$ cat src/rtl/lc3_ctrl_pkg.sv
// -----------------------------------------------------------------------------
// lc3_ctrl_pkg
// Shared definitions for the LC-3 control sequencer: opcode constants, mux
// select encodings, the sequencer state type, the bundled control-word struct
// and the DECODE dispatch function.
//
// Configuration macro: LC3_PAUSE_EN adds the PAUSE1/PAUSE2 states and makes
// opcode 1101 dispatch to them; without it 1101 is a no-op.
// -----------------------------------------------------------------------------
package lc3_ctrl_pkg;

   // Opcodes as seen in IR[15:12]
   localparam logic [3:0] OP_BR    = 4'b0000;
   localparam logic [3:0] OP_ADD   = 4'b0001;
   localparam logic [3:0] OP_JSR   = 4'b0100;
   localparam logic [3:0] OP_AND   = 4'b0101;
   localparam logic [3:0] OP_LDR   = 4'b0110;
   localparam logic [3:0] OP_STR   = 4'b0111;
   localparam logic [3:0] OP_NOT   = 4'b1001;
   localparam logic [3:0] OP_JMP   = 4'b1100;
   localparam logic [3:0] OP_PAUSE = 4'b1101;

   // PC input mux
   localparam logic [1:0] PCMUX_BUS   = 2'b00;
   localparam logic [1:0] PCMUX_ADDER = 2'b01;
   localparam logic [1:0] PCMUX_PC1   = 2'b10;

   // Second address-adder operand
   localparam logic [1:0] ADDR2_ZERO  = 2'b00;
   localparam logic [1:0] ADDR2_OFF6  = 2'b01;
   localparam logic [1:0] ADDR2_OFF9  = 2'b10;
   localparam logic [1:0] ADDR2_OFF11 = 2'b11;

   // ALU function
   localparam logic [1:0] ALUK_ADD   = 2'b00;
   localparam logic [1:0] ALUK_AND   = 2'b01;
   localparam logic [1:0] ALUK_NOT   = 2'b10;
   localparam logic [1:0] ALUK_PASSA = 2'b11;

   typedef enum logic [4:0] {
      S_HALTED,
      S_FETCH1, S_FETCH2, S_FETCH3, S_DECODE,
      S_ADD, S_AND, S_NOT,
      S_BR0, S_BR1,
      S_JMP,
      S_JSR0, S_JSR1,
      S_LDR0, S_LDR1, S_LDR2,
      S_STR0, S_STR1, S_STR2
`ifdef LC3_PAUSE_EN
      , S_PAUSE1, S_PAUSE2
`endif
   } state_t;

   // One bit/field per datapath control line; all-zero is the idle word
   typedef struct packed {
      logic       ld_pc;
      logic       ld_ir;
      logic       ld_mar;
      logic       ld_mdr;
      logic       ld_reg;
      logic       ld_cc;
      logic       ld_ben;
      logic       gate_pc;
      logic       gate_mdr;
      logic       gate_alu;
      logic       gate_marmux;
      logic [1:0] pcmux;
      logic [1:0] addr2mux;
      logic [1:0] aluk;
      logic       addr1mux;
      logic       drmux;
      logic       sr1mux;
      logic       mio_en;
      logic       mem_oe;
      logic       mem_we;
      logic       halted;
   } ctrl_t;

   // DECODE dispatch; unknown opcodes fall back to a fresh fetch
   function automatic state_t decode_op(input logic [3:0] op);
      state_t nxt;
      unique case (op)
         OP_ADD:   nxt = S_ADD;
         OP_AND:   nxt = S_AND;
         OP_NOT:   nxt = S_NOT;
         OP_BR:    nxt = S_BR0;
         OP_JMP:   nxt = S_JMP;
         OP_JSR:   nxt = S_JSR0;
         OP_LDR:   nxt = S_LDR0;
         OP_STR:   nxt = S_STR0;
`ifdef LC3_PAUSE_EN
         OP_PAUSE: nxt = S_PAUSE1;
`endif
         default:  nxt = S_FETCH1;
      endcase
      return nxt;
   endfunction

endpackage

$ cat src/rtl/lc3_control_fsm_mem_wait_ctr.sv
// -----------------------------------------------------------------------------
// mem_wait_ctr
// Memory wait counter shared by every memory-access state. While en_i is high
// it counts up each cycle; done_o flags the last cycle of the access
// (count == MEM_WAIT), after which the count returns to zero. Outside memory
// states the count is held at zero.
//
// Ports:
//   clk_i   clock, rising edge
//   rst_i   asynchronous active-high reset (count -> 0)
//   en_i    high while the sequencer sits in a memory-access state
//   done_o  high on the final cycle of the access
// -----------------------------------------------------------------------------
module mem_wait_ctr #(
   parameter int unsigned MEM_WAIT = 1
) (
   input  logic clk_i,
   input  logic rst_i,
   input  logic en_i,
   output logic done_o
);

   localparam logic [2:0] LAST = 3'(MEM_WAIT);

   logic [2:0] cnt_q;
   logic [2:0] cnt_d;

   assign done_o = (cnt_q == LAST);

   // Clearing on done means back-to-back memory states start from zero
   always_comb begin
      cnt_d = '0;
      if (en_i && !done_o) begin
         cnt_d = cnt_q + 3'd1;
      end
   end

   // NOTE: sequential state uses non-blocking assignments only, so every
   // register samples its next value from the same pre-edge snapshot.
   always_ff @(posedge clk_i or posedge rst_i) begin
      if (rst_i) begin
         cnt_q <= '0;
      end else begin
         cnt_q <= cnt_d;
      end
   end

endmodule

$ cat src/rtl/lc3_control_fsm.sv
// -----------------------------------------------------------------------------
// lc3_control_fsm
// Moore-style control sequencer for the LC-3 datapath. Runs fetch / decode /
// execute for ADD, AND, NOT, BR, JMP, JSR, LDR, STR and (optionally) PAUSE,
// driving every load strobe, bus gate, mux select and memory enable.
//
// Configuration macro: LC3_PAUSE_EN (adds PAUSE1/PAUSE2 for opcode 1101).
//
// Parameter:
//   MEM_WAIT    extra wait cycles per memory access (0..7); each memory state
//               lasts MEM_WAIT+1 cycles
// Ports:
//   Clk, Reset_ah              clock / asynchronous active-high reset
//   Run, Continue              start from HALTED / resume from PAUSE
//   IR_op[4:0], BEN            IR[15:11] and branch-enable from the datapath
//   LD_*                       register load strobes
//   Gate*                      bus drivers (at most one high)
//   PCMUX, ADDR2MUX, ALUK,
//   ADDR1MUX, DRMUX, SR1MUX    datapath mux selects
//   MIO_EN, Mem_OE, Mem_WE     MDR source select and memory enables
//   Halted                     high in HALTED
// -----------------------------------------------------------------------------
module lc3_control_fsm
   import lc3_ctrl_pkg::*;
#(
   parameter int unsigned MEM_WAIT = 1
) (
   input  logic       Clk,
   input  logic       Reset_ah,
   input  logic       Run,
   input  logic       Continue,
   input  logic [4:0] IR_op,
   input  logic       BEN,
   output logic       LD_PC,
   output logic       LD_IR,
   output logic       LD_MAR,
   output logic       LD_MDR,
   output logic       LD_REG,
   output logic       LD_CC,
   output logic       LD_BEN,
   output logic       GatePC,
   output logic       GateMDR,
   output logic       GateALU,
   output logic       GateMARMUX,
   output logic [1:0] PCMUX,
   output logic [1:0] ADDR2MUX,
   output logic [1:0] ALUK,
   output logic       ADDR1MUX,
   output logic       DRMUX,
   output logic       SR1MUX,
   output logic       MIO_EN,
   output logic       Mem_OE,
   output logic       Mem_WE,
   output logic       Halted
);

   state_t state_q;
   state_t state_d;
   ctrl_t  ctrl;
   logic   wait_en;
   logic   wait_done;

   // IR[11] would select JSRR, which is not supported
`ifdef LC3_PAUSE_EN
   logic unused_inputs;
   assign unused_inputs = IR_op[0];
`else
   logic unused_inputs;
   assign unused_inputs = IR_op[0] ^ Continue;
`endif

   assign wait_en = (state_q == S_FETCH2) || (state_q == S_LDR1) || (state_q == S_STR2);

   mem_wait_ctr #(
      .MEM_WAIT (MEM_WAIT)
   ) u_wait (
      .clk_i  (Clk),
      .rst_i  (Reset_ah),
      .en_i   (wait_en),
      .done_o (wait_done)
   );

   // State register
   always_ff @(posedge Clk or posedge Reset_ah) begin
      if (Reset_ah) begin
         state_q <= S_HALTED;
      end else begin
         state_q <= state_d;
      end
   end

   // Next-state logic
   // NOTE: every variable assigned in an always_comb gets a default first,
   // so no path leaves it unassigned and no latch is inferred.
   always_comb begin
      state_d = state_q;
      unique case (state_q)
         S_HALTED: if (Run) state_d = S_FETCH1;
         S_FETCH1: state_d = S_FETCH2;
         S_FETCH2: if (wait_done) state_d = S_FETCH3;
         S_FETCH3: state_d = S_DECODE;
         S_DECODE: state_d = decode_op(IR_op[4:1]);
         S_ADD,
         S_AND,
         S_NOT,
         S_BR1,
         S_JMP,
         S_JSR1,
         S_LDR2:   state_d = S_FETCH1;
         S_BR0:    state_d = BEN ? S_BR1 : S_FETCH1;
         S_JSR0:   state_d = S_JSR1;
         S_LDR0:   state_d = S_LDR1;
         S_LDR1:   if (wait_done) state_d = S_LDR2;
         S_STR0:   state_d = S_STR1;
         S_STR1:   state_d = S_STR2;
         S_STR2:   if (wait_done) state_d = S_FETCH1;
`ifdef LC3_PAUSE_EN
         // Press-and-release handshake: one instruction per button press
         S_PAUSE1: if (Continue)  state_d = S_PAUSE2;
         S_PAUSE2: if (!Continue) state_d = S_FETCH1;
`endif
         default:  state_d = S_HALTED;
      endcase
   end

   // Output decode (from state, plus the counter for the MDR load strobe)
   always_comb begin
      ctrl = '0;
      unique case (state_q)
         S_HALTED: ctrl.halted = 1'b1;
         S_FETCH1: begin
            ctrl.gate_pc = 1'b1;
            ctrl.ld_mar  = 1'b1;
            ctrl.ld_pc   = 1'b1;
            ctrl.pcmux   = PCMUX_PC1;
         end
         S_FETCH2,
         S_LDR1: begin
            ctrl.mem_oe = 1'b1;
            ctrl.mio_en = 1'b1;
            // Capture the read data only once the access has settled
            ctrl.ld_mdr = wait_done;
         end
         S_FETCH3: begin
            ctrl.gate_mdr = 1'b1;
            ctrl.ld_ir    = 1'b1;
         end
         S_DECODE: ctrl.ld_ben = 1'b1;
         S_ADD,
         S_AND,
         S_NOT: begin
            ctrl.sr1mux   = 1'b1;
            ctrl.gate_alu = 1'b1;
            ctrl.ld_reg   = 1'b1;
            ctrl.ld_cc    = 1'b1;
            ctrl.aluk     = (state_q == S_ADD) ? ALUK_ADD :
                            (state_q == S_AND) ? ALUK_AND : ALUK_NOT;
         end
         S_BR1: begin
            ctrl.addr2mux = ADDR2_OFF9;
            ctrl.pcmux    = PCMUX_ADDER;
            ctrl.ld_pc    = 1'b1;
         end
         S_JMP: begin
            ctrl.sr1mux   = 1'b1;
            ctrl.addr1mux = 1'b1;
            ctrl.addr2mux = ADDR2_ZERO;
            ctrl.pcmux    = PCMUX_ADDER;
            ctrl.ld_pc    = 1'b1;
         end
         S_JSR0: begin
            ctrl.gate_pc = 1'b1;
            ctrl.drmux   = 1'b1;
            ctrl.ld_reg  = 1'b1;
         end
         S_JSR1: begin
            ctrl.addr2mux = ADDR2_OFF11;
            ctrl.pcmux    = PCMUX_ADDER;
            ctrl.ld_pc    = 1'b1;
         end
         S_LDR0,
         S_STR0: begin
            ctrl.sr1mux      = 1'b1;
            ctrl.addr1mux    = 1'b1;
            ctrl.addr2mux    = ADDR2_OFF6;
            ctrl.gate_marmux = 1'b1;
            ctrl.ld_mar      = 1'b1;
         end
         S_LDR2: begin
            ctrl.gate_mdr = 1'b1;
            ctrl.ld_reg   = 1'b1;
            ctrl.ld_cc    = 1'b1;
         end
         S_STR1: begin
            // Source register (IR[11:9]) passes through the ALU into MDR
            ctrl.aluk     = ALUK_PASSA;
            ctrl.gate_alu = 1'b1;
            ctrl.ld_mdr   = 1'b1;
         end
         S_STR2:  ctrl.mem_we = 1'b1;
         default: ctrl = '0;
      endcase
   end

   assign LD_PC      = ctrl.ld_pc;
   assign LD_IR      = ctrl.ld_ir;
   assign LD_MAR     = ctrl.ld_mar;
   assign LD_MDR     = ctrl.ld_mdr;
   assign LD_REG     = ctrl.ld_reg;
   assign LD_CC      = ctrl.ld_cc;
   assign LD_BEN     = ctrl.ld_ben;
   assign GatePC     = ctrl.gate_pc;
   assign GateMDR    = ctrl.gate_mdr;
   assign GateALU    = ctrl.gate_alu;
   assign GateMARMUX = ctrl.gate_marmux;
   assign PCMUX      = ctrl.pcmux;
   assign ADDR2MUX   = ctrl.addr2mux;
   assign ALUK       = ctrl.aluk;
   assign ADDR1MUX   = ctrl.addr1mux;
   assign DRMUX      = ctrl.drmux;
   assign SR1MUX     = ctrl.sr1mux;
   assign MIO_EN     = ctrl.mio_en;
   assign Mem_OE     = ctrl.mem_oe;
   assign Mem_WE     = ctrl.mem_we;
   assign Halted     = ctrl.halted;

endmodule

$ cat config.mk
export PLATFORM = sky130hd
export DESIGN_NAME = lc3_control_fsm
export DESIGN_NICKNAME = d
export VERILOG_FILES = /design/src/rtl/lc3_ctrl_pkg.sv /design/src/rtl/lc3_control_fsm_mem_wait_ctr.sv /design/src/rtl/lc3_control_fsm.sv
export SDC_FILE = /design/constraint.sdc
export NUM_CORES = 1
export LEC_CHECK = 0
export ABC_AREA = 1
export BUFFER_PORTS_ARGS = -buffer_cell sky130_fd_sc_hd__buf_2
export CORE_ASPECT_RATIO = 0.9
export CORE_MARGIN = 1.5
export CORE_UTILIZATION = 35
export DETAILED_ROUTE_END_ITERATION = 7
export HOLD_SLACK_MARGIN = 0.08
export SYNTH_ARGS = -nofsm -noshare
export SYNTH_HDL_FRONTEND = slang
export SYNTH_SLANG_ARGS = --single-unit
$ cat constraint.sdc
create_clock -name Clk -period 2.35 [get_ports Clk]
set_clock_uncertainty 0.1 [all_clocks]
set_input_delay 0.47 -clock Clk [delete_from_list [all_inputs] [get_ports Clk]]
set_output_delay 0.47 -clock Clk [all_outputs]
set_load 0.05 [all_outputs]
; ---- Yosys cells after proc, flatten, opt, wreduce, memory -nomap -nowiden
; Memories as Yosys holds them, arrays and structs flattened.
; Cells that the tools add are included.
[totals]
ff_bits = 8
rom_bits = 80
out_inout_bits = 24
word_cells = 76
memories = 1
[op_classes]
add_sub_neg = 1
n_eq_ne = 23
n_mux = 29
n_reduce_logical = 20
[memory_table]
columns = memory, depth, width, rd, rd_clocked_by_memory_dff, write_ports, line
row1 = (no name shown), 16, 5, 1, 0, 0, lc3_ctrl_pkg.sv:82  ; unique case (op)
[op_table]
columns = cell, count
row1 = one-hot mux 5 bit (13 select lines), 1
row2 = "equality test 5 x 4 -> 1 bit, second input constant", 8
row3 = "equality test 5 x 3 -> 1 bit, second input constant", 4
row4 = two-way mux 5 bit, 4
row5 = "equality test 5 bit, second input constant", 3
row6 = two-way mux 1 bit, 15
row7 = OR reduction 3 bit, 4
row8 = OR reduction 4 bit, 3
row9 = "equality test 5 x 2 -> 1 bit, second input constant", 2
row10 = one-hot mux 2 bit (2 select lines), 2
row11 = OR reduction 2 bit, 4
row12 = OR reduction 7 bit, 1
row13 = two-way mux 2 bit, 3
row14 = "inequality test 2 x 1 -> 1 bit, second input constant", 3
row15 = one-hot mux 2 bit (3 select lines), 1
row16 = OR reduction 6 bit, 1
row17 = "equality test 5 x 1 -> 1 bit, second input constant", 1
row18 = zero test 5 bit, 1
row19 = OR reduction 5 bit, 1
row20 = two-way mux 4 bit, 1
row21 = AND reduction 4 bit, 1
row22 = "adder 3 x 1 -> 3 bit, second input constant", 1
row23 = "equality test 3 x 1 -> 1 bit, second input constant", 1
row24 = two-way mux 3 bit, 1
row25 = other kinds (5), 6

; ---- Longest topological paths before layout
[logic_depth]
ltp_word = 5
mapped_depth = 9
ltp_nobuf = 8

; ---- Cells and area by module
; Synthesis repeated with hierarchy kept, for this count alone.
[unflattened]
hier_cells = 145
hier_area_um2 = 864.6
[modules_own_cells]
columns = mod, instances, cells_per_inst, area_each_um2
row1 = lc3_control_fsm, 1, 127, 708.2
row2 = mem_wait_ctr, 1, 18, 156.4

; ---- Worst setup path before layout
; No wires, ideal clock.
[synth_timing]
path_type = register -> output
start = register state_q[2]
end = output port Mem_WE
arrival_time_ns = 2.166
required_ns = 1.780
setup_slack_ns = -0.386
path_stages_with_launch = 4
path_buffers = 0
cell_sequence = dfrtp_1 nor2_4 inv_1 nor4_1
[synth_between]
elab_chain_cells = 2
[synth_lines]
columns = item, line
row1 = from (decl), lc3_control_fsm.sv:57  ; state_t state_q;
row2 = from (signal assigned), lc3_control_fsm.sv:88  ; state_q <= state_d;
row3 = equality test 5 bit, lc3_control_fsm.sv:129  ; unique case (state_q)
row4 = two-way mux 1 bit, lc3_control_fsm.sv:129
row5 = to (decl), lc3_control_fsm.sv:53  ; output logic Mem_WE,
; No other way between the ends.

; ---- Final worst setup path
[layout_timing]
start = register state_q[1]
end = output port LD_CC
[layout_between]
elab_chain_cells = 3
word_cells_on_any_way = 6
cone_classes = eq/ne: 4 / mux: 1 / reduce/logical: 1
[layout_lines]
columns = item, line
row1 = equality test 5 x 3 -> 1 bit or equality test 5 x 4 -> 1 bit (tied branches), lc3_control_fsm.sv:129
row2 = OR reduction 4 bit (no source line) *, n/a
row3 = two-way mux 1 bit *, lc3_control_fsm.sv:129
row4 = to (decl), lc3_control_fsm.sv:39  ; output logic LD_CC,
; Every way passes the cells marked *; elsewhere a longest branch is shown, timed or not.

==> results.cfg <==
[timing]
worstMarginPinSlew_ns = 0.451
slew_headroom = 0.698
fmax_ghz = 0.452
rsz0062_at_grt = yes
hold_slack_ns = 0.365
finalCriticalPeriod_ns = 2.21
final_max_slew_viol_count = 0
fin_crit_sh = 0.942
fin_ws_ns = 0.135
tns_ns = 0
hold_violations = 0
finalSetupViolCount = 0

[worst_setup_path]
worstSetupEndpointType = output port
cp.arrival_ns = 1.64
timing.rr.end = state_q[0]$_DFFE_PP0P_
startpoint = state_q[1]$_DFFE_PP0P_
cp-endpoint = LD_CC
ff2ff_path_depth = 8
path_max_fanout = 5
reg2reg_from = state_q[2]$_DFFE_PP0P_
start_kind = flop
required_ns = 1.78
crit_type = reg -> out
rrSetupSlack_ns = 0.86

[clock_network]
cts_tree = yes
htree_levels = 1
cts_buffers = 3
ctsLongestPathBuffers = 2
cts_root_buf = clkbuf_4
clock_sinks = 8
clk_latency_ns = 0.25
path_clk_slew_ns = 0.04

[routing]
routed_wl_um = 2140
drt-met1-wl_um = 1040
top_layer = met4
vias = 951
final_antenna_net_count = 0
drc_errors = 0
dr_wl_met3_um = 126
drt_pass1_iterations = 4
via_per_inst = 4.80
wl_per_cell_um = 10.8
drtIter0Drc = 18
wl_met2_um = 953

[grt]
antenna_found_initial = 0
first_global_vias = 844
grt_pass1_wl_um = 3640
grt_start_max_net_pins = 10
grt.total_usage = 0.184
grt_overflow_total = 0

[logic_synthesis]
syn_avg_cell_area_um2 = 6.13
ys_ff_latch = 8
syn-cell-area_um2 = 846
seq_area_frac_synth = 0.237
syn_nets = 154
yosysUniqueCellTypes = 22
syn_inst = 138
synth_warnings = 0

[die]
ios = 34
core_area_mm2 = 0.00222
die_x_um = 54.8
fp.dieH_um = 49.6
die_area_mm2 = 0.00272
num_rows = 16
initial_core_util = 0.381

[power]
ir_worst_vdd_v = 0.000849
p_total_w = 0.00159
power_density_mw_per_mm2 = 1480
total_leakage_power_nw = 0.714

[placement]
port_buffers = 31
dp_hpwl_um = 1790
place_congestion = 0.879
pre_cts_slack_ns = 0.364

[layout]
utilization = 0.485
layout_common_cells = nand2_1 (38), buf_2 (29), inv_1 (27)
layout.nets = 189
diodes = 0
fillers = 246
final_common_cell = nand2_1
area_delta_synth_final_pct = 27.4
drive_gt1_frac = 0.287

[run]
cap_violations = 0

[worst_hold_path]
hold_class = reg -> reg
hold_depth = 1

[run_status]
outcome = finished, final reports clean
-- stage by stage --
stage | cell area [um2] | instances
detailed placement | 1030 | 194
finish | 1080 | 198
global route | 1080 | 198
floorplan | 857 | 138
global placement | 1030 | 194
CTS | 1070 | 198
-- cells by family (layout without fill, tap and decap cells) --
group | after synthesis | count (layout) | synth area share
adders and majority gates | 6 | 6 | 0.0888
and+or+nand+nor | 81 | 81 | 0.445
xor gates and xnor gates | 1 | 1 | 0.0104
AOI/OAI and AO/OA | 12 | 12 | 0.0799
DFF | 8 | 8 | 0.237
buffers and inverters | 30 | 63 | 0.139
-- Yosys cell counts --
master / n / area share
nand2_2: 1 / 0.0074
nand2_1: 38 / 0.17
buf_2: 1 / 0.0059
nand4_1: 2 / 0.015
buf_4: 1 / 0.0089
o21ai_0: 6 / 0.036
and3_1: 1 / 0.0074
dfrtp_1: 8 / 0.24
nor2_4: 1 / 0.013
inv_2: 1 / 0.0044
nand3_1: 14 / 0.083
nor4_1: 1 / 0.0074
nor2_2: 4 / 0.030
inv_1: 27 / 0.12
o211ai_1: 3 / 0.027
nand3_2: 1 / 0.012
or2_1: 1 / 0.0074
ha_1: 6 / 0.089
xnor2_1: 1 / 0.010
nor2_8: 1 / 0.024
a21oi_1: 3 / 0.018
nor2_1: 16 / 0.071
-- worst max-delay path, cell delays in order (launching register included) --
cell	delay [ns]
dfrtp_1	0.43
inv_1	0.11
nor2_2	0.13
nand2_1	0.14
nand2_1	0.14
nand2_1	0.08
o21ai_1	0.08
buf_2	0.27
-- what timing repair did --
| item | 4_1_cts | 5_1_grt |
|---|---|---|
| resized for setup | 0 | 5 |
| endpoints found under the hold margin | 8 | 0 |
| endpoints found under the setup margin | 0 | 8 |
| setup buffers | 0 | 0 |
| hold buffers | 1 | 0 |
-- final cells by class --
type	count	area, um2	share of cell area
flip-flops and latches	8	201	0.187
inverters	28	105	0.0976
clock buffers	3	22.5	0.0209
repair buffers	32	170	0.158
multi-input cells	100	544	0.505
well taps	27	33.8	0.0314
-- worst min path at each step --
stage / slack, ns / start / end
floorplan: 0.19 / Reset_ah / state_q[0]$_DFFE_PP0P_
global placement: 0.32 / Reset_ah / state_q[2]$_DFFE_PP0P_
detailed placement: 0.32 / Reset_ah / state_q[2]$_DFFE_PP0P_
CTS: 0.37 / BEN / state_q[3]$_DFFE_PP0P_
global route: 0.38 / BEN / state_q[3]$_DFFE_PP0P_
finish: 0.36 / u_wait.cnt_q[0]$_DFF_PP0_ / u_wait.cnt_q[0]$_DFF_PP0_
-- state kept, by name, summed over array words and instances (netlist names) --
signal and flops:
state_q 5, u_wait.cnt_q 3
-- report_power, final --
| part | internal, W | switching (W) | leakage [nW] |
|---|---|---|---|
| registers | 0.000182 | 0.0000703 | 0.106 |
| clock network | 0.0000582 | 0.0000430 | 0.0138 |
| logic | 0.000281 | 0.000955 | 0.595 |
-- routing by layer --
metal,GRT usage,vias to the layer above
met4,0.0500,0
li1,-,494
met2,0.282,31
met5,0,-
met1,0.251,424
met3,0.0455,2
No activity file was read; power rests on OpenSTA's default activity.
